**src/rtl/disp_pkg.sv**
```systemverilog
// Shared types and constants for the 7-segment display scanner.
package disp_pkg;

    typedef enum logic {
        GAP  = 1'b0,
        SHOW = 1'b1
    } scan_state_t;

    localparam int unsigned DIGIT_W    = 4;
    localparam int unsigned MAX_DIGITS = 32;

    // All-anodes-off pattern (active-low) for the low n digits.
    function automatic logic [MAX_DIGITS-1:0] anodes_off(input int unsigned n);
        logic [MAX_DIGITS-1:0] v;
        v = '0;
        for (int unsigned i = 0; i < MAX_DIGITS; i++) begin
            if (i < n) begin
                v[i] = 1'b1;
            end
        end
        return v;
    endfunction

endpackage

```
**src/rtl/disp_scan_if.sv**
```systemverilog
// Load/value handshake and display outputs of the scanner.
interface disp_scan_if
    import disp_pkg::*;
#(
    parameter int unsigned N_DIGITS = 4
);
    logic                          load_i;
    logic [DIGIT_W*N_DIGITS-1:0]   value_i;
    logic [DIGIT_W-1:0]            nibble_o;
    logic [N_DIGITS-1:0]           an_o;
    logic                          pending_o;
    logic                          commit_o;

    modport master (
        output load_i, value_i,
        input  nibble_o, an_o, pending_o, commit_o
    );

    modport slave (
        input  load_i, value_i,
        output nibble_o, an_o, pending_o, commit_o
    );
endinterface

```
**src/rtl/disp_tick_cnt.sv**
```systemverilog
// Shared dwell counter: counts up from zero, flags the terminal value selected
// by sel_a (TERM_A when high, TERM_B when low), cleared by the owner on state change.
module disp_tick_cnt #(
    parameter int unsigned TERM_A = 1,
    parameter int unsigned TERM_B = 1
) (
    input  logic clk,
    input  logic rst,
    input  logic clr,
    input  logic sel_a,
    output logic tc
);
    localparam int unsigned TMAX = (TERM_A > TERM_B) ? TERM_A : TERM_B;
    localparam int unsigned CW   = (TMAX > 0) ? $clog2(TMAX + 1) : 1;
    localparam logic [CW-1:0] TA = CW'(TERM_A);
    localparam logic [CW-1:0] TB = CW'(TERM_B);

    logic [CW-1:0] cnt;

    // Count register: cleared on reset or by the owning FSM.
    always_ff @(posedge clk or posedge rst) begin
        if (rst) begin
            cnt <= '0;
        end else if (clr) begin
            cnt <= '0;
        end else begin
            cnt <= cnt + 1'b1;
        end
    end

    // Terminal-count decode against the selected limit.
    always_comb begin
        tc = (cnt == (sel_a ? TA : TB));
    end

endmodule

```
**src/rtl/disp_scan.sv**
```systemverilog
// Time-multiplexed scanner for a common-anode 7-segment display.
// Double-buffered value: loads land in a shadow register and are committed
// to the display register only at the frame boundary.
// Optional macro DISP_SCAN_LZB_EN: leading-zero blanking (digit 0 always lit).
module disp_scan
    import disp_pkg::*;
#(
    parameter int unsigned N_DIGITS       = 4,
    parameter int unsigned CLKS_PER_DIGIT = 27000,
    parameter int unsigned BLANK_CLKS     = 16
) (
    input  logic       clk,
    input  logic       rst,
    disp_scan_if.slave bus
);
    localparam int unsigned            VAL_W      = DIGIT_W * N_DIGITS;
    localparam int unsigned            IDX_W      = (N_DIGITS > 1) ? $clog2(N_DIGITS) : 1;
    localparam logic [IDX_W-1:0]       IDX_LAST   = IDX_W'(N_DIGITS - 1);
    localparam logic [MAX_DIGITS-1:0]  AN_OFF_ALL = anodes_off(N_DIGITS);
    localparam logic [N_DIGITS-1:0]    AN_OFF     = AN_OFF_ALL[N_DIGITS-1:0];
    localparam logic [N_DIGITS-1:0]    AN_ONE     = N_DIGITS'(1);

    scan_state_t          state_q, state_n;
    logic [IDX_W-1:0]     idx_q, idx_n;
    logic                 first_q, first_n;
    logic [VAL_W-1:0]     disp_q, disp_n;
    logic [VAL_W-1:0]     shadow_q, shadow_n;
    logic                 pending_q, pending_n;
    logic [N_DIGITS-1:0]  an_q, an_n;
    logic [DIGIT_W-1:0]   nib_q, nib_n;
    logic                 commit_q, commit_n;
    logic                 cnt_clr, cnt_tc, cnt_sel_show;
    logic                 lz_blank;

`ifdef DISP_SCAN_LZB_EN
    // True when digit d is not digit 0 and every digit from d upwards is zero.
    function automatic logic leading_zero(input logic [VAL_W-1:0] v,
                                          input logic [IDX_W-1:0] d);
        logic nz;
        nz = 1'b0;
        for (int unsigned i = 0; i < N_DIGITS; i++) begin
            if (i >= 32'(d) && v[i*DIGIT_W +: DIGIT_W] != '0) begin
                nz = 1'b1;
            end
        end
        return (d != '0) && !nz;
    endfunction
`endif

    disp_tick_cnt #(
        .TERM_A (CLKS_PER_DIGIT - 1),
        .TERM_B (BLANK_CLKS - 1)
    ) u_cnt (
        .clk   (clk),
        .rst   (rst),
        .clr   (cnt_clr),
        .sel_a (cnt_sel_show),
        .tc    (cnt_tc)
    );

    // State, buffers and registered outputs.
    always_ff @(posedge clk or posedge rst) begin
        if (rst) begin
            state_q   <= GAP;
            idx_q     <= '0;
            first_q   <= 1'b1;
            disp_q    <= '0;
            shadow_q  <= '0;
            pending_q <= 1'b0;
            an_q      <= AN_OFF;
            nib_q     <= '0;
            commit_q  <= 1'b0;
        end else begin
            state_q   <= state_n;
            idx_q     <= idx_n;
            first_q   <= first_n;
            disp_q    <= disp_n;
            shadow_q  <= shadow_n;
            pending_q <= pending_n;
            an_q      <= an_n;
            nib_q     <= nib_n;
            commit_q  <= commit_n;
        end
    end

    // Next-state, commit/load handling and next-output decode.
    // Outputs are decoded from the next state so they change on the same
    // edge as the state itself (anodes go dark in the cycle GAP is entered).
    always_comb begin
        state_n      = state_q;
        idx_n        = idx_q;
        first_n      = first_q;
        disp_n       = disp_q;
        shadow_n     = shadow_q;
        pending_n    = pending_q;
        commit_n     = 1'b0;
        cnt_clr      = 1'b0;
        cnt_sel_show = (state_q == SHOW);
        an_n         = AN_OFF;
        nib_n        = nib_q;
        lz_blank     = 1'b0;

        case (state_q)
            SHOW: begin
                if (cnt_tc) begin
                    state_n = GAP;
                    cnt_clr = 1'b1;
                end
            end
            GAP: begin
                if (cnt_tc) begin
                    state_n = SHOW;
                    cnt_clr = 1'b1;
                    first_n = 1'b0;
                    if (!first_q) begin
                        idx_n = (idx_q == IDX_LAST) ? '0 : idx_q + 1'b1;
                    end
                    if (idx_q == IDX_LAST && pending_q) begin
                        disp_n    = shadow_q;
                        pending_n = 1'b0;
                        commit_n  = 1'b1;
                    end
                end
            end
            default: begin
                state_n = GAP;
                cnt_clr = 1'b1;
            end
        endcase

        // A load on the commit cycle overrides the pending clear above.
        if (bus.load_i) begin
            shadow_n  = bus.value_i;
            pending_n = 1'b1;
        end

        if (state_n == SHOW) begin
`ifdef DISP_SCAN_LZB_EN
            lz_blank = leading_zero(disp_n, idx_n);
`endif
            nib_n = disp_n[DIGIT_W*idx_n +: DIGIT_W];
            if (!lz_blank) begin
                an_n = ~(AN_ONE << idx_n);
            end
        end
    end

    assign bus.an_o      = an_q;
    assign bus.nibble_o  = nib_q;
    assign bus.pending_o = pending_q;
    assign bus.commit_o  = commit_q;

endmodule
```
**src/flat_wrapper.sv**
```systemverilog
// flat-port wrapper written by rule: the top's interface ports become plain ports
module disp_scan_flat import disp_pkg::*;
#(
    parameter int unsigned N_DIGITS       = 4,
    parameter int unsigned CLKS_PER_DIGIT = 27000,
    parameter int unsigned BLANK_CLKS     = 16
)
  (clk, rst, bus_load_i, bus_value_i, bus_nibble_o, bus_an_o, bus_pending_o, bus_commit_o);
  disp_scan_if #(.N_DIGITS(N_DIGITS)) bus_i ();
  input  logic clk;
  input  logic rst;
  input wire logic [$bits(bus_i.load_i)-1:0] bus_load_i;
  input wire logic [$bits(bus_i.value_i)-1:0] bus_value_i;
  output wire logic [$bits(bus_i.nibble_o)-1:0] bus_nibble_o;
  output wire logic [$bits(bus_i.an_o)-1:0] bus_an_o;
  output wire logic [$bits(bus_i.pending_o)-1:0] bus_pending_o;
  output wire logic [$bits(bus_i.commit_o)-1:0] bus_commit_o;
  assign bus_i.load_i = bus_load_i;
  assign bus_i.value_i = bus_value_i;
  assign bus_nibble_o = bus_i.nibble_o;
  assign bus_an_o = bus_i.an_o;
  assign bus_pending_o = bus_i.pending_o;
  assign bus_commit_o = bus_i.commit_o;
  disp_scan #(.N_DIGITS(N_DIGITS), .CLKS_PER_DIGIT(CLKS_PER_DIGIT), .BLANK_CLKS(BLANK_CLKS)) u_core (.clk(clk), .rst(rst), .bus(bus_i));
endmodule
```
**config.mk**
```make
export PLATFORM = sky130hd
export DESIGN_NAME = disp_scan_flat
export DESIGN_NICKNAME = d
export VERILOG_FILES = /design/src/rtl/disp_pkg.sv /design/src/rtl/disp_scan_if.sv /design/src/rtl/disp_tick_cnt.sv /design/src/rtl/disp_scan.sv /design/src/flat_wrapper.sv
export SDC_FILE = /design/constraint.sdc
export NUM_CORES = 1
export LEC_CHECK = 0
export CAP_MARGIN = 20
export CORE_ASPECT_RATIO = 1.2
export CORE_UTILIZATION = 60
export CTS_CLUSTER_DIAMETER = 80
export CTS_CLUSTER_SIZE = 8
export DETAILED_ROUTE_END_ITERATION = 10
export MAX_ROUTING_LAYER = met4
export PLACE_DENSITY_LB_ADDON = 0.05
export SLEW_MARGIN = 20
export SYNTH_ARGS = -nofsm -noshare
export SYNTH_HDL_FRONTEND = slang
export SYNTH_SLANG_ARGS = --single-unit
export TNS_END_PERCENT = 50
```
**constraint.sdc**
```tcl
create_clock -name clk -period 5.4 [get_ports clk]
set_input_delay 1.08 -clock clk [delete_from_list [all_inputs] [get_ports clk]]
set_output_delay 1.08 -clock clk [all_outputs]
set_load 0.01 [all_outputs]
```
; ---- Yosys cells after proc, flatten, opt, wreduce, memory -nomap -nowiden
; Cells that the tools add are included.
[word_totals]
ff_bits = 61
out_inout_bits = 10
elab_cells = 44
[op_classes]
add_sub_neg = 2
eq_ne = 3
n_shift = 2
n_mux = 20
n_bitwise = 2
reduce_logical = 5
[ops]
columns = op, n
row1 = two-way mux 16 bit, 3
row2 = two-way mux 15 bit, 2
row3 = variable part select 16 x 5 -> 4 bit, 1
row4 = adder 15 x 1 -> 15 bit (second input constant), 1
row5 = equality test 15 bit, 1
row6 = two-way mux 1 bit, 9
row7 = two-way mux 2 bit, 4
row8 = two-way mux 4 bit, 1
row9 = inverter 4 bit, 1
row10 = nonzero test 2 bit, 2
row11 = << shifter 1 x 2 -> 4 bit (first input constant), 1
row12 = AND reduction 3 bit, 1
row13 = adder 2 x 1 -> 2 bit (second input constant), 1
row14 = equality test 2 bit (second input constant), 1
row15 = inequality test 2 bit (second input constant), 1
row16 = case mux 1 bit (2 select lines), 1
row17 = AND reduction 2 bit, 1
row18 = logical AND 1 bit, 1
row19 = inverter 1 bit, 1

; ---- Logic depth before layout (Yosys ltp)
[logic_depth]
depth_word = 8
depth_mapped = 9
mapped_depth_nobuf = 7

; ---- Cells and area by module
; From an unflattened synthesis, not the netlist that was laid out.
[hier_totals]
hier_cells = 236
hier_area_um2 = 2737.6
[by_module_without_submodules]
columns = mod, instances, cells_per_inst, area_per_inst_um2, seq_area_each_um2
row1 = disp_scan, 1, 150, 1944.4, 1157.4
row2 = disp_tick_cnt, 1, 86, 793.3, 375.4

; ---- Worst setup path after synthesis
; Ideal clock, no wire load.
[synth_path]
kind = input to register
start = input port bus_load_i
end = register u_core.shadow_q[0]
arrival_ns = 2.054
setup_slack_ns = 3.221
path_stages = 3
path_buffers = 2
cell_sequence = clkbuf_1 buf_1 mux2_2
[synth_rtl]
columns = element, line_no
row1 = start: declaration, flat_wrapper.sv:12  ; input wire logic [$bits(bus_i.load_i)-1:0] bus_load_i;
row2 = end signal: assignment, disp_scan.sv:78  ; shadow_q <= shadow_n;
row3 = end: declaration, disp_scan.sv:27  ; logic [VAL_W-1:0] shadow_q, shadow_n;
; No word-level cell between the ends.

; ---- Worst setup path after layout
[layout_path]
start = register u_core.u_cnt.cnt[0]
end = register u_core.nib_q[0], in the netlist u_core.bus.nibble_o[0]
[layout_via]
elab_chain_cells = 4
[layout_lines]
columns = element, line_no
row1 = start: declaration, disp_tick_cnt.sv:18  ; logic [CW-1:0] cnt;
row2 = start signal: assignment, disp_tick_cnt.sv:27  ; cnt <= cnt + 1'b1;
row3 = equality test 15 bit *, disp_tick_cnt.sv:33  ; tc = (cnt == (sel_a ? TA : TB));
row4 = two-way mux 16 bit or two-way mux 2 bit (tied branches), disp_scan.sv:111  ; if (cnt_tc) begin
row5 = two-way mux 16 bit or two-way mux 2 bit (tied branches), disp_scan.sv:103  ; case (state_q)
row6 = variable part select 16 x 5 -> 4 bit, disp_scan.sv:141  ; nib_n = disp_n[DIGIT_W*idx_n +: DIGIT_W];
row7 = end signal: assignment, disp_scan.sv:81  ; nib_q <= nib_n;
row8 = end: declaration, disp_scan.sv:30  ; logic [DIGIT_W-1:0] nib_q, nib_n;
; Every way passes the cells marked *; elsewhere a longest branch is shown, timed or not.
; A chain may end at the register's enable or synchronous reset.

==> results.md <==
* Vias in the first global route at 1786
* Grt ovf at 0
* Post-synthesis async set-or-reset flop share at 100%
* Initial Utilization at 63.2%
* Post-CTS Resized at 0
* Row count at 26
* Total Routed Length at 4.95 mm
* Sequential element share of the synthesized area at 56.5%
* Post-CTS setup repair buffer count at 0
* Worst-margin pin slew at 0.908 ns
* Diodes inserted at 0
* Post-CTS Hold Buffers at 0
* Yosys top cell area share at 51.6%
* Place WS at 2.77 ns
* P_leak at 1.56 nW
* CP endpoint kind: flip-flop
* Yosys warnings at 0
* Tot GR Track Use at 24.2%
* Placeable Area at 4290 sq um
* Port-buffer cells at 28
* TritonCTS clock tree: done
* Synthesized area at 2710 sq um
* Maxcap violations at 0
* # clock sinks at 61
* Crit Path Category: reg -> reg
* Worst path max stage delay at 0.73 ns
* Routed vias at 1717
* Worst EP arrival at 2.89 ns
* CP cell instances: ha_1 > nor4b_4 > nand4b_1 > a21oi_1 > ha_1 > o31ai_2
* Chip Width at 63.4 um
* Largest area contributor in the netlist: dfrtp_1
* Num ports at 29
* Period utilization at 49.1%
* Peak fanout along the critical path at 11
* Wire per inst at 15.7 um
* Pwr Total at 0.000967 W
* Status: finished, final reports clean
* Die area at 4800 sq um
* Fin Setup TNS at 0 ns
* Final setup violation count at 0
* Initial antenna violation count at 0
* Syn_nets at 242
* Clock power frac at 46.9%
* Setup WS post-layout at 2.75 ns
* Number of buffers created by CTS at 9
* Slowest cell on the critical path: a21oi_1
* Final #Nets at 276
* Combinational group share of total power at 3.9%
* Peak supply drop at 0.000244 V
* 1st-iter DRT viols at 113
* Net Switching at 0.000191 W
* Power share of the sequential group at 49.2%
* Post-synth EDFFs at 0
* Max Clock Freq at 377 MHz
* Worst-path clk slew at 0.06 ns
* Fin crit period at 2.65 ns
* H-tree levels at 3
* RSZ-0062 raised after global routing: no
* Predominant post-synthesis flop cell: dfrtp_1
* Slew Limit Headroom at 39.4%
* Internal at 0.000776 W
* Post-synthesis cell count at 220
* Antenna viol nets, final at 0
* Final Hold Fails at 0
* Synth area leaders: dfrtp_1 52%, mux2_2 7.5%, mux2i_1 5.9%
* Pre-antenna DRT Iters at 4
* Fillcell total at 297
* PwrDens at 297 nW/um^2
* Dpl hpwl at 3.32 mm
* Switch share at 19.8%
* Largest net degree at the start of global routing at 62
* Clk_lat worst skew at 0.33 ns
* Clock buffer depth at 2
* Crit start category: flip-flop
* Synth unique cells at 33
* Drt via density at 5.45
* Worst clock skew at 0.00691 ns
* Layout area overhead at 20.1%
* CP required at 5.64 ns
* Final Wtd Congestion at 0.818
* First-pass GRT wire length at 8.24 mm
* Flops & latches, synth at 61
* Proportion of layout cells with a drive suffix above 1 at 20.1%
* CTS Root Cell: clkbuf_8
* Average size of a mapped cell at 12.3 sq um
* Util after Layout at 75.9%
* Worst hold path type: reg -> reg
* Most Frequent Cell on Critical Path: ha_1
* Post-route DRC violation count at 0
* Slew Limit Fails at 0
* Die height at 75.7 um
==> kinds of logic (layout without fill, tap and decap cells) <==
| logic type | after synthesis | after routing | share of synthesized area [%] |
|---|---|---|---|
| flip-flops | 61 | 61 | 56.5 |
| AND/OR/NAND/NOR | 58 | 58 | 13.0 |
| multiplexers | 35 | 35 | 13.9 |
| buffers and inverters | 28 | 67 | 4.43 |
| AO/OA/AOI/OAI | 22 | 22 | 6.64 |
| XOR/XNOR | 13 | 13 | 4.20 |
| adder cells (fa/ha/maj) | 3 | 3 | 1.38 |
==> synthesized netlist by cell type, drive strengths merged, types with 3 or more instances <==
| cell type | number |
|---|---|
| nand3 | 7 |
| xor2 | 8 |
| mux2i | 16 |
| nor2b | 4 |
| dfrtp | 56 |
| buf | 4 |
| nor3 | 3 |
| o31ai | 5 |
| nand4 | 4 |
| ha | 3 |
| o21ai | 7 |
| mux2 | 19 |
| and3 | 5 |
| nor2 | 18 |
| a22o | 8 |
| xnor2 | 5 |
| nand2 | 11 |
| nor4b | 3 |
| dfstp | 5 |
| inv | 22 |
==> cell type report <==
cell class | instances | area [sq um] | share of cell area [%]
Clock inverter | 4 | 70.1 | 2.15
Sequential cell | 61 | 1530 | 47.0
Inverter | 22 | 82.6 | 2.53
Clock buffer | 12 | 155 | 4.76
Timing Repair Buffer | 29 | 288 | 8.83
Tap cell | 56 | 70.1 | 2.15
Multi-Input combinational cell | 131 | 1060 | 32.6
==> flip-flops by register name (all words and copies together) (netlist names) <==
| signal | count |
|---|---|
| u_core.bus.an_o | 4 |
| u_core.bus.commit_o | 1 |
| u_core.bus.nibble_o | 4 |
| u_core.bus.pending_o | 1 |
| u_core.cnt_sel_show | 1 |
| u_core.disp_q | 16 |
| u_core.first_q | 1 |
| u_core.idx_q | 2 |
| u_core.shadow_q | 16 |
| u_core.u_cnt.cnt | 15 |
==> power by group through the flow <==
stage / logic (W) / clock network (W) / registers, W
6_report: 0.0000378 / 0.000454 / 0.000475
5_1_grt: 0.0000423 / 0.000478 / 0.000476
4_1_cts: 0.0000390 / 0.000462 / 0.000476
3_5_place_dp: 0.0000390 / 0 / 0.000484
3_3_place_gp: 0.0000375 / 0 / 0.000483
2_1_floorplan: 0.0000216 / 0 / 0.000482
==> layout by cell type, fill, tap and decap left out, types with 2 or more instances in the layout <==
master and instances:
nand4_1 3, inv_1 21, xor2_1 8, dfrtp_1 56
a22o_1 8, nor3_1 2, dfstp_2 5, and3_1 5
nand2_1 11, o21ai_1 2, clkinv_2 2, clkbuf_8 11
nor4b_4 3, ha_1 3, mux2_2 18, o31ai_2 5
nand3_1 7, nor2_1 17, o21ai_0 5, mux2i_1 16
clkdlybuf4s50_1 28, xnor2_1 5, bufinv_16 2, nor2b_1 4
==> critical path, delay by kind of cell (launching register included) <==
family	cells	cell delay (ns)
compound gates	2	1.00
fa+ha+maj	2	0.74
flops	1	0.39
simple gates	2	0.43
==> worst paths after layout <==
path                                     start                     end  slack, ns  depth (start not counted)
setup / recovery           u_core.u_cnt.cnt[0]  u_core.bus.nibble_o[0]       2.75                          6
min in group asynchronous                  rst        u_core.disp_q[1]       1.28                          3
hold reg to reg               u_core.disp_q[0]        u_core.disp_q[0]       0.48                          2
max in group asynchronous                  rst  u_core.bus.nibble_o[0]       3.63                          3
setup reg to reg           u_core.u_cnt.cnt[0]  u_core.bus.nibble_o[0]       2.75                          6
hold / removal                u_core.disp_q[0]        u_core.disp_q[0]       0.48                          2
==> per-layer routing <==
metal	vias up	global-route usage, %	routed length [um]
met4	0	15.7	177
met1	861	27.6	2110
met3	14	4.19	98
met5	-	-	0
met2	27	40.0	2560
li1	815	-	-
==> stage by stage <==
| stage | cell area [sq um] | instances | hold WS (ns) |
|---|---|---|---|
| floorplan | 2710 | 220 | 0.446 |
| CTS | 3260 | 315 | 0.486 |
| detailed placement | 3030 | 299 | 0.465 |
| global placement | 3030 | 299 | 0.461 |
| finish | 3260 | 315 | 0.480 |
| global route | 3260 | 315 | 0.510 |
Power figures use the tool's default switching activity.
